==> src/rtl/membus_arb_if.sv <==
// Two-master memory-bus arbiter signal bundle: master request/response side plus the shared membus side.
// The arbiter connects through the slave modport; the masters/bus environment through the master modport.
interface membus_arb_if #(
  parameter int width      = 16,
  parameter int addr_width = 9
);
  logic                  m0_req;
  logic                  m1_req;
  logic                  m0_we;
  logic                  m1_we;
  logic [addr_width-1:0] m0_addr;
  logic [addr_width-1:0] m1_addr;
  logic [width-1:0]      m0_wdata;
  logic [width-1:0]      m1_wdata;
  logic                  m0_ack;
  logic                  m1_ack;
  logic                  m0_rvalid;
  logic                  m1_rvalid;
  logic [width-1:0]      m0_rdata;
  logic [width-1:0]      m1_rdata;
  logic [addr_width-1:0] bus_addr;
  logic [width-1:0]      bus_data_write;
  logic                  bus_w_strobe;
  logic [width-1:0]      bus_data_read;

  modport slave (
    input  m0_req, m1_req, m0_we, m1_we, m0_addr, m1_addr, m0_wdata, m1_wdata,
    input  bus_data_read,
    output m0_ack, m1_ack, m0_rvalid, m1_rvalid, m0_rdata, m1_rdata,
    output bus_addr, bus_data_write, bus_w_strobe
  );

  modport master (
    output m0_req, m1_req, m0_we, m1_we, m0_addr, m1_addr, m0_wdata, m1_wdata,
    output bus_data_read,
    input  m0_ack, m1_ack, m0_rvalid, m1_rvalid, m0_rdata, m1_rdata,
    input  bus_addr, bus_data_write, bus_w_strobe
  );
endinterface

==> src/rtl/membus_arb.sv <==
// Round-robin arbiter giving two masters zero-wait access to a single membus,
// returning read data one cycle after the accepted address.
module membus_arb #(
  parameter int width      = 16,
  parameter int addr_width = 9
) (
  input  logic          clk,
  input  logic          reset,
  membus_arb_if.slave   bus
);

  typedef enum logic [1:0] {
    OWN_NONE,
    OWN_M0,
    OWN_M1
  } owner_t;

  logic                  last_grant;
  owner_t                rd_owner;
  logic                  grant0;
  logic                  grant1;
  logic [addr_width-1:0] sel_addr;
  logic [width-1:0]      sel_wdata;
  logic                  sel_we;

  // NOTE: every always_comb output gets a default first, so no path can leave it unassigned and infer a latch.
  always_comb begin
    grant0 = 1'b0;
    grant1 = 1'b0;
    if (!reset) begin
      if (bus.m0_req && bus.m1_req) begin
        // Contention goes to whoever did not win last time.
        grant0 = last_grant;
        grant1 = !last_grant;
      end else begin
        grant0 = bus.m0_req;
        grant1 = bus.m1_req;
      end
    end
  end

  always_comb begin
    sel_addr  = '0;
    sel_wdata = '0;
    sel_we    = 1'b0;
    if (grant0) begin
      sel_addr  = bus.m0_addr;
      sel_wdata = bus.m0_wdata;
      sel_we    = bus.m0_we;
    end else if (grant1) begin
      sel_addr  = bus.m1_addr;
      sel_wdata = bus.m1_wdata;
      sel_we    = bus.m1_we;
    end
  end

  assign bus.m0_ack         = grant0;
  assign bus.m1_ack         = grant1;
  assign bus.bus_addr       = sel_addr;
  assign bus.bus_data_write = sel_wdata;
  assign bus.bus_w_strobe   = sel_we;

  // The reset gate drops a return whose read was accepted just before reset rose.
  assign bus.m0_rvalid = (rd_owner == OWN_M0) && !reset;
  assign bus.m1_rvalid = (rd_owner == OWN_M1) && !reset;
  assign bus.m0_rdata  = bus.m0_rvalid ? bus.bus_data_read : '0;
  assign bus.m1_rdata  = bus.m1_rvalid ? bus.bus_data_read : '0;

  // NOTE: sequential state uses non-blocking assignments so every flop samples pre-edge values.
  // NOTE: reset forces last_grant to 1 so m0 wins the first contention, and drops any pending read return.
  always_ff @(posedge clk) begin
    if (reset) begin
      last_grant <= 1'b1;
      rd_owner   <= OWN_NONE;
    end else begin
      rd_owner <= OWN_NONE;
      if (grant0) begin
        last_grant <= 1'b0;
        if (!bus.m0_we) rd_owner <= OWN_M0;
      end else if (grant1) begin
        last_grant <= 1'b1;
        if (!bus.m1_we) rd_owner <= OWN_M1;
      end
    end
  end

endmodule

==> src/flat_wrapper.sv <==
// flat-port wrapper written by rule: the top's interface ports become plain ports
module membus_arb_flat 
#(
  parameter int width      = 16,
  parameter int addr_width = 9
)
  (clk, reset, bus_m0_req, bus_m1_req, bus_m0_we, bus_m1_we, bus_m0_addr, bus_m1_addr, bus_m0_wdata, bus_m1_wdata, bus_bus_data_read, bus_m0_ack, bus_m1_ack, bus_m0_rvalid, bus_m1_rvalid, bus_m0_rdata, bus_m1_rdata, bus_bus_addr, bus_bus_data_write, bus_bus_w_strobe);
  membus_arb_if #(.width(width), .addr_width(addr_width)) bus_i ();
  input  logic clk;
  input  logic reset;
  input wire logic [$bits(bus_i.m0_req)-1:0] bus_m0_req;
  input wire logic [$bits(bus_i.m1_req)-1:0] bus_m1_req;
  input wire logic [$bits(bus_i.m0_we)-1:0] bus_m0_we;
  input wire logic [$bits(bus_i.m1_we)-1:0] bus_m1_we;
  input wire logic [$bits(bus_i.m0_addr)-1:0] bus_m0_addr;
  input wire logic [$bits(bus_i.m1_addr)-1:0] bus_m1_addr;
  input wire logic [$bits(bus_i.m0_wdata)-1:0] bus_m0_wdata;
  input wire logic [$bits(bus_i.m1_wdata)-1:0] bus_m1_wdata;
  input wire logic [$bits(bus_i.bus_data_read)-1:0] bus_bus_data_read;
  output wire logic [$bits(bus_i.m0_ack)-1:0] bus_m0_ack;
  output wire logic [$bits(bus_i.m1_ack)-1:0] bus_m1_ack;
  output wire logic [$bits(bus_i.m0_rvalid)-1:0] bus_m0_rvalid;
  output wire logic [$bits(bus_i.m1_rvalid)-1:0] bus_m1_rvalid;
  output wire logic [$bits(bus_i.m0_rdata)-1:0] bus_m0_rdata;
  output wire logic [$bits(bus_i.m1_rdata)-1:0] bus_m1_rdata;
  output wire logic [$bits(bus_i.bus_addr)-1:0] bus_bus_addr;
  output wire logic [$bits(bus_i.bus_data_write)-1:0] bus_bus_data_write;
  output wire logic [$bits(bus_i.bus_w_strobe)-1:0] bus_bus_w_strobe;
  assign bus_i.m0_req = bus_m0_req;
  assign bus_i.m1_req = bus_m1_req;
  assign bus_i.m0_we = bus_m0_we;
  assign bus_i.m1_we = bus_m1_we;
  assign bus_i.m0_addr = bus_m0_addr;
  assign bus_i.m1_addr = bus_m1_addr;
  assign bus_i.m0_wdata = bus_m0_wdata;
  assign bus_i.m1_wdata = bus_m1_wdata;
  assign bus_i.bus_data_read = bus_bus_data_read;
  assign bus_m0_ack = bus_i.m0_ack;
  assign bus_m1_ack = bus_i.m1_ack;
  assign bus_m0_rvalid = bus_i.m0_rvalid;
  assign bus_m1_rvalid = bus_i.m1_rvalid;
  assign bus_m0_rdata = bus_i.m0_rdata;
  assign bus_m1_rdata = bus_i.m1_rdata;
  assign bus_bus_addr = bus_i.bus_addr;
  assign bus_bus_data_write = bus_i.bus_data_write;
  assign bus_bus_w_strobe = bus_i.bus_w_strobe;
  membus_arb #(.width(width), .addr_width(addr_width)) u_core (.clk(clk), .reset(reset), .bus(bus_i));
endmodule
==> config.mk <==
export PLATFORM = sky130hd
export DESIGN_NAME = membus_arb_flat
export DESIGN_NICKNAME = d
export VERILOG_FILES = /design/src/rtl/membus_arb_if.sv /design/src/rtl/membus_arb.sv /design/src/flat_wrapper.sv
export SDC_FILE = /design/constraint.sdc
export NUM_CORES = 1
export LEC_CHECK = 0
export ABC_AREA = 1
export CAP_MARGIN = 20
export CORE_AREA = 3 3 51 53
export CTS_BUF_LIST = sky130_fd_sc_hd__clkbuf_8
export DETAILED_ROUTE_END_ITERATION = 12
export DIE_AREA = 0 0 54 56
export DONT_BUFFER_PORTS = 1
export HOLD_SLACK_MARGIN = 0.15
export PLACE_DENSITY = 0.58
export SKIP_CTS_REPAIR_TIMING = 1
export SLEW_MARGIN = 20
export SYNTH_ARGS = -nofsm -noshare
export SYNTH_HDL_FRONTEND = slang
export SYNTH_SLANG_ARGS = --single-unit
==> constraint.sdc <==
create_clock -name clk -period 1.2 [get_ports clk]
set_input_delay 0.36 -clock clk [delete_from_list [all_inputs] [get_ports clk]]
set_output_delay 0.36 -clock clk [all_outputs]
set_load 0.05 [all_outputs]
==> reports/results.ini, run 1 <==
[run_status]
status = stopped before the end
haltStage = 5_1_grt
tool.error = [ERROR DPL-0038] Utilization greater than 100%, impossible to legalize

[yosys]
syn_area_um2 = 870
synth-seq-cells = 3
ys_seq_area_share_pct = 6.91
synth_area_per_cell_um2 = 5.27
syn_inst = 165
ys_warn_count = 0
syn_nets = 237
synth.distinct_cells = 17

[timing]
worst_endpoint = bus_m1_rdata[3]
worst-ep-kind = output port

[clock_network]
cts_sinks = 3
cts_max_level = 1
cts.path.max_buffers = 2
numCtsBuffers = 3
cts-root-buf = clkbuf_8

[placed_design]
dp.cells = 222
io_buffers = 0
hpwlAfterDp_um = 4520
gp_congestion = 0.764

[die]
start_util_pct = 39.7
io_pins = 134
core.rowCount = 17
die_y_um = 56
die_x_um = 54

[grt]
grt_max_degree = 31

cell usage after synthesis (all sizes together):
master	n	area [µm²]
nor2	38	173
nand2	31	126
nand3	27	140
nand4	26	163
inv	23	86.3
buf	14	106
dfxtp	3	60.1
nor3	3	15.0
through the flow:
step	setup WS (ns)	instance area, µm²	hold WS [ns]
CTS	-0.498	2110	0.215
detailed placement	-0.254	2060	0.442
global placement	-0.167	2060	0.443
floorplan	-0.203	1480	0.437
cell families after synthesis:
kind of cell	count (synthesis)	synth area share (%)
flip-flops	3	6.91
AND/OR/NAND/NOR	125	70.9
buffers and inverters	37	22.2
==> inputs of run 2 (changes only) <==
--- a/config.mk
+++ b/config.mk
@@ -7,13 +7,11 @@
 export LEC_CHECK = 0
 export ABC_AREA = 1
 export CAP_MARGIN = 20
-export CORE_AREA = 3 3 51 53
-export CTS_BUF_LIST = sky130_fd_sc_hd__clkbuf_8
+export CORE_AREA = 3 3 64 66
 export DETAILED_ROUTE_END_ITERATION = 12
-export DIE_AREA = 0 0 54 56
+export DIE_AREA = 0 0 67 69
 export DONT_BUFFER_PORTS = 1
-export HOLD_SLACK_MARGIN = 0.15
-export PLACE_DENSITY = 0.58
+export PLACE_DENSITY_LB_ADDON = 0.15
 export SKIP_CTS_REPAIR_TIMING = 1
 export SLEW_MARGIN = 20
 export SYNTH_ARGS = -nofsm -noshare
==> constraint.sdc (replaced) <==
create_clock -name clk -period 1.6 [get_ports clk]
set_input_delay 0.48 -clock clk [delete_from_list [all_inputs] [get_ports clk]]
set_output_delay 0.48 -clock clk [all_outputs]
set_load 0.05 [all_outputs]
==> reports/results.ini, run 2 <==
[cells_and_area]
largest-register = u_core.rd_owner
final_cell_mix = buf_12, nor2_4, nand4_1
stdcell_area_mm2 = 0.00243
top_regs = u_core.rd_owner (2), u_core.last_grant (1)
final_common_cell = buf_12
area_growth_pct = 179
largest_register_ffs = 2
drive_above_1_share_pct = 71.7
fin_nets = 285
fillers = 290
n_antenna_cell = 0

[power_and_ir_drop]
p_switching_mw = 0.493
vdd_drop_max_uv = 569
finalPower_mw = 0.962
p_int_mw = 0.469
p_per_area_mw_per_mm2 = 396
switching_share_pct = 51.2
p_leak_nw = 0.978
combPwrFrac_pct = 67.9
pwr-share-seq_pct = 8.9
power.share.clock_pct = 23.3

[die]
core_area_mm2 = 0.00363
start_util_pct = 23.9  ; -16 points
core.rowCount = 22  ; +5
die-area_mm2 = 0.00462
io_pins = 134  ; unchanged
die_x_um = 67  ; +24%
die_y_um = 69  ; +23%

[detailed_routing]
routedWlPerCell_um = 18.2
viasPerCell = 5.29
wl_met3_um = 471
num_vias = 1375
drt_first_pass_iters = 4
wl_met2_um = 2640
top_layer_used = met4
drcViolationCount = 0
wl_met1_um = 1600
drt_iter0_drc = 26
wirelength_um = 4730
ant_nets = 0

[critical_path]
worst-setup-path-type = reg2out
critPathCaptureType = output port
cp.required_ns = 1.12
crit_slowest_cell = dfxtp_2
crit_family = buffers and inverters
cpPeakStageDelay_ns = 0.30
worstPathCellList = inv_2, buf_4, nand3_4, buf_12, nor2_2, buf_6
cp-start-kind = flop
crit_fanout = 17
worstPathArrival_ns = 1.23
cp.buffers_inverters = 4

[yosys]
synth_area_leaders = nand4_1, nand3_1, nand2_1
syn_inst = 165  ; unchanged
synth_edf_count = 0  ; unchanged
synth.distinct_cells = 17  ; unchanged
synth.top_cell.area_share_pct = 18.7  ; unchanged
syn_area_um2 = 870  ; unchanged
synth_top_flop_cell = dfxtp_1
synth_most_common_cell = nand2_1
ys_seq_area_share_pct = 6.91  ; unchanged
syn_nets = 237  ; unchanged
synth_area_per_cell_um2 = 5.27  ; unchanged
ys_warn_count = 0  ; unchanged
synth_async_sr_flop_share_pct = 0  ; unchanged
synth_commonest_cells = nand2_1, nor2_1, nand3_1, nand4_1, inv_1
synth-seq-cells = 3  ; unchanged
synth_area_leader_cell = nand4_1

[grt]
grt_pass1_vias = 1346
grt_pass1_wl_um = 6290
track_usage_pct = 16.8
grt-ovfl-total = 0
antenna_found_initial = 0
grt_max_degree = 31

[placed_design]
io_buffers = 0  ; unchanged
dpl_cell_area_mm2 = 0.00202  ; -2.3%
gp_congestion = 0.672  ; -12%
hpwlAfterDp_um = 3430  ; -24%

[timing]
post-route-period-util_pct = 107
setup_ws_ns = -0.106
setup_viol = 59
fin_skew_ns = 0.000334
finalHoldViolCount = 0
rsz0062_at_grt = true
finalCriticalPeriod_ns = 1.71
slew_violations = 0
fmaxAchievable_ghz = 0.586
worstMarginPinSlew_ns = 0.347
relSlewSlack_pct = 76.8

[clock_network]
cts_max_level = 1  ; unchanged
cts_sinks = 3  ; unchanged
cts-root-buf = clkbuf_8
cts_tree = yes
clk_latency_ns = 0.22
cts.path.max_buffers = 2  ; unchanged
path_clk_slew_ns = 0.03
numCtsBuffers = 3  ; unchanged

[run_status]
status = finished, violations left
violations = negative setup slack

[hold_path]
min_path_type = in2reg

[run]
max-cap-violations = 0

run 2: cell counts after synthesis:
No cell type changed its count.
run 2: logic make-up (layout without fill, tap and decap cells):
group	after synthesis	after routing	share of synthesized area [%]
buf+inv	37	82	22.2
simple gates	125	127	70.9
flops	3	3	6.91
run 2: final cells by class:
class	count	area, µm²	share of cell area [%]
Clock buffer	4	45.0	1.85
Inverter	23	108	4.43
Multi-Input combinational cell	127	1190	48.9
Sequential cell	3	66.3	2.73
Tap cell	48	60.1	2.47
Timing Repair Buffer	55	962	39.6
run 2: worst reg2reg max path, cell delays in order, from the launching register on:
cell     delay [ns]
dfxtp_4        0.37
nor2_1         0.09
nor2_4         0.29
nor2_1         0.08
run 2: final timing paths:
kind,start,to,slack [ns],depth (start not counted)
hold reg to reg,u_core.last_grant,u_core.last_grant,0.56,2
setup / recovery,u_core.rd_owner[1],bus_m0_rdata[0],-0.11,6
setup reg to reg,u_core.last_grant,u_core.last_grant,0.65,3
hold / removal,bus_m1_we,u_core.rd_owner[1],0.34,1
run 2: layer usage:
| metal | vias up | global-route usage (%) |
|---|---|---|
| met4 | 0 | 3.38 |
| met3 | 2 | 3.58 |
| met5 | - | 0 |
| met2 | 80 | 33.0 |
| met1 | 649 | 17.3 |
| li1 | 644 | - |
run 2: power groups by stage:
stage	logic, mW	clock network, mW	registers, mW
2_1_floorplan	0.437	0	0.0833
3_3_place_gp	0.567	0	0.0836
3_5_place_dp	0.576	0	0.0839
4_1_cts	0.578	0.232	0.0828
5_1_grt	0.679	0.246	0.0853
6_report	0.653	0.224	0.0852
run 2: metrics by stage:
stage               hold WS (ns)  worst slack, ns  util [%]  std cells  TNS (ns)
finish                     0.337           -0.106      66.8        260     -4.50
global route               0.331           -0.169      66.8        260     -7.55
detailed placement         0.568          -0.0634      55.5        250    -0.260
CTS                        0.338           -0.223      56.7        254     -8.17
global placement           0.540          -0.0105      55.5        250   -0.0184
floorplan                  0.505           -0.156         -        165     -2.31
Note: power is estimated with default switching activity, not from simulation.
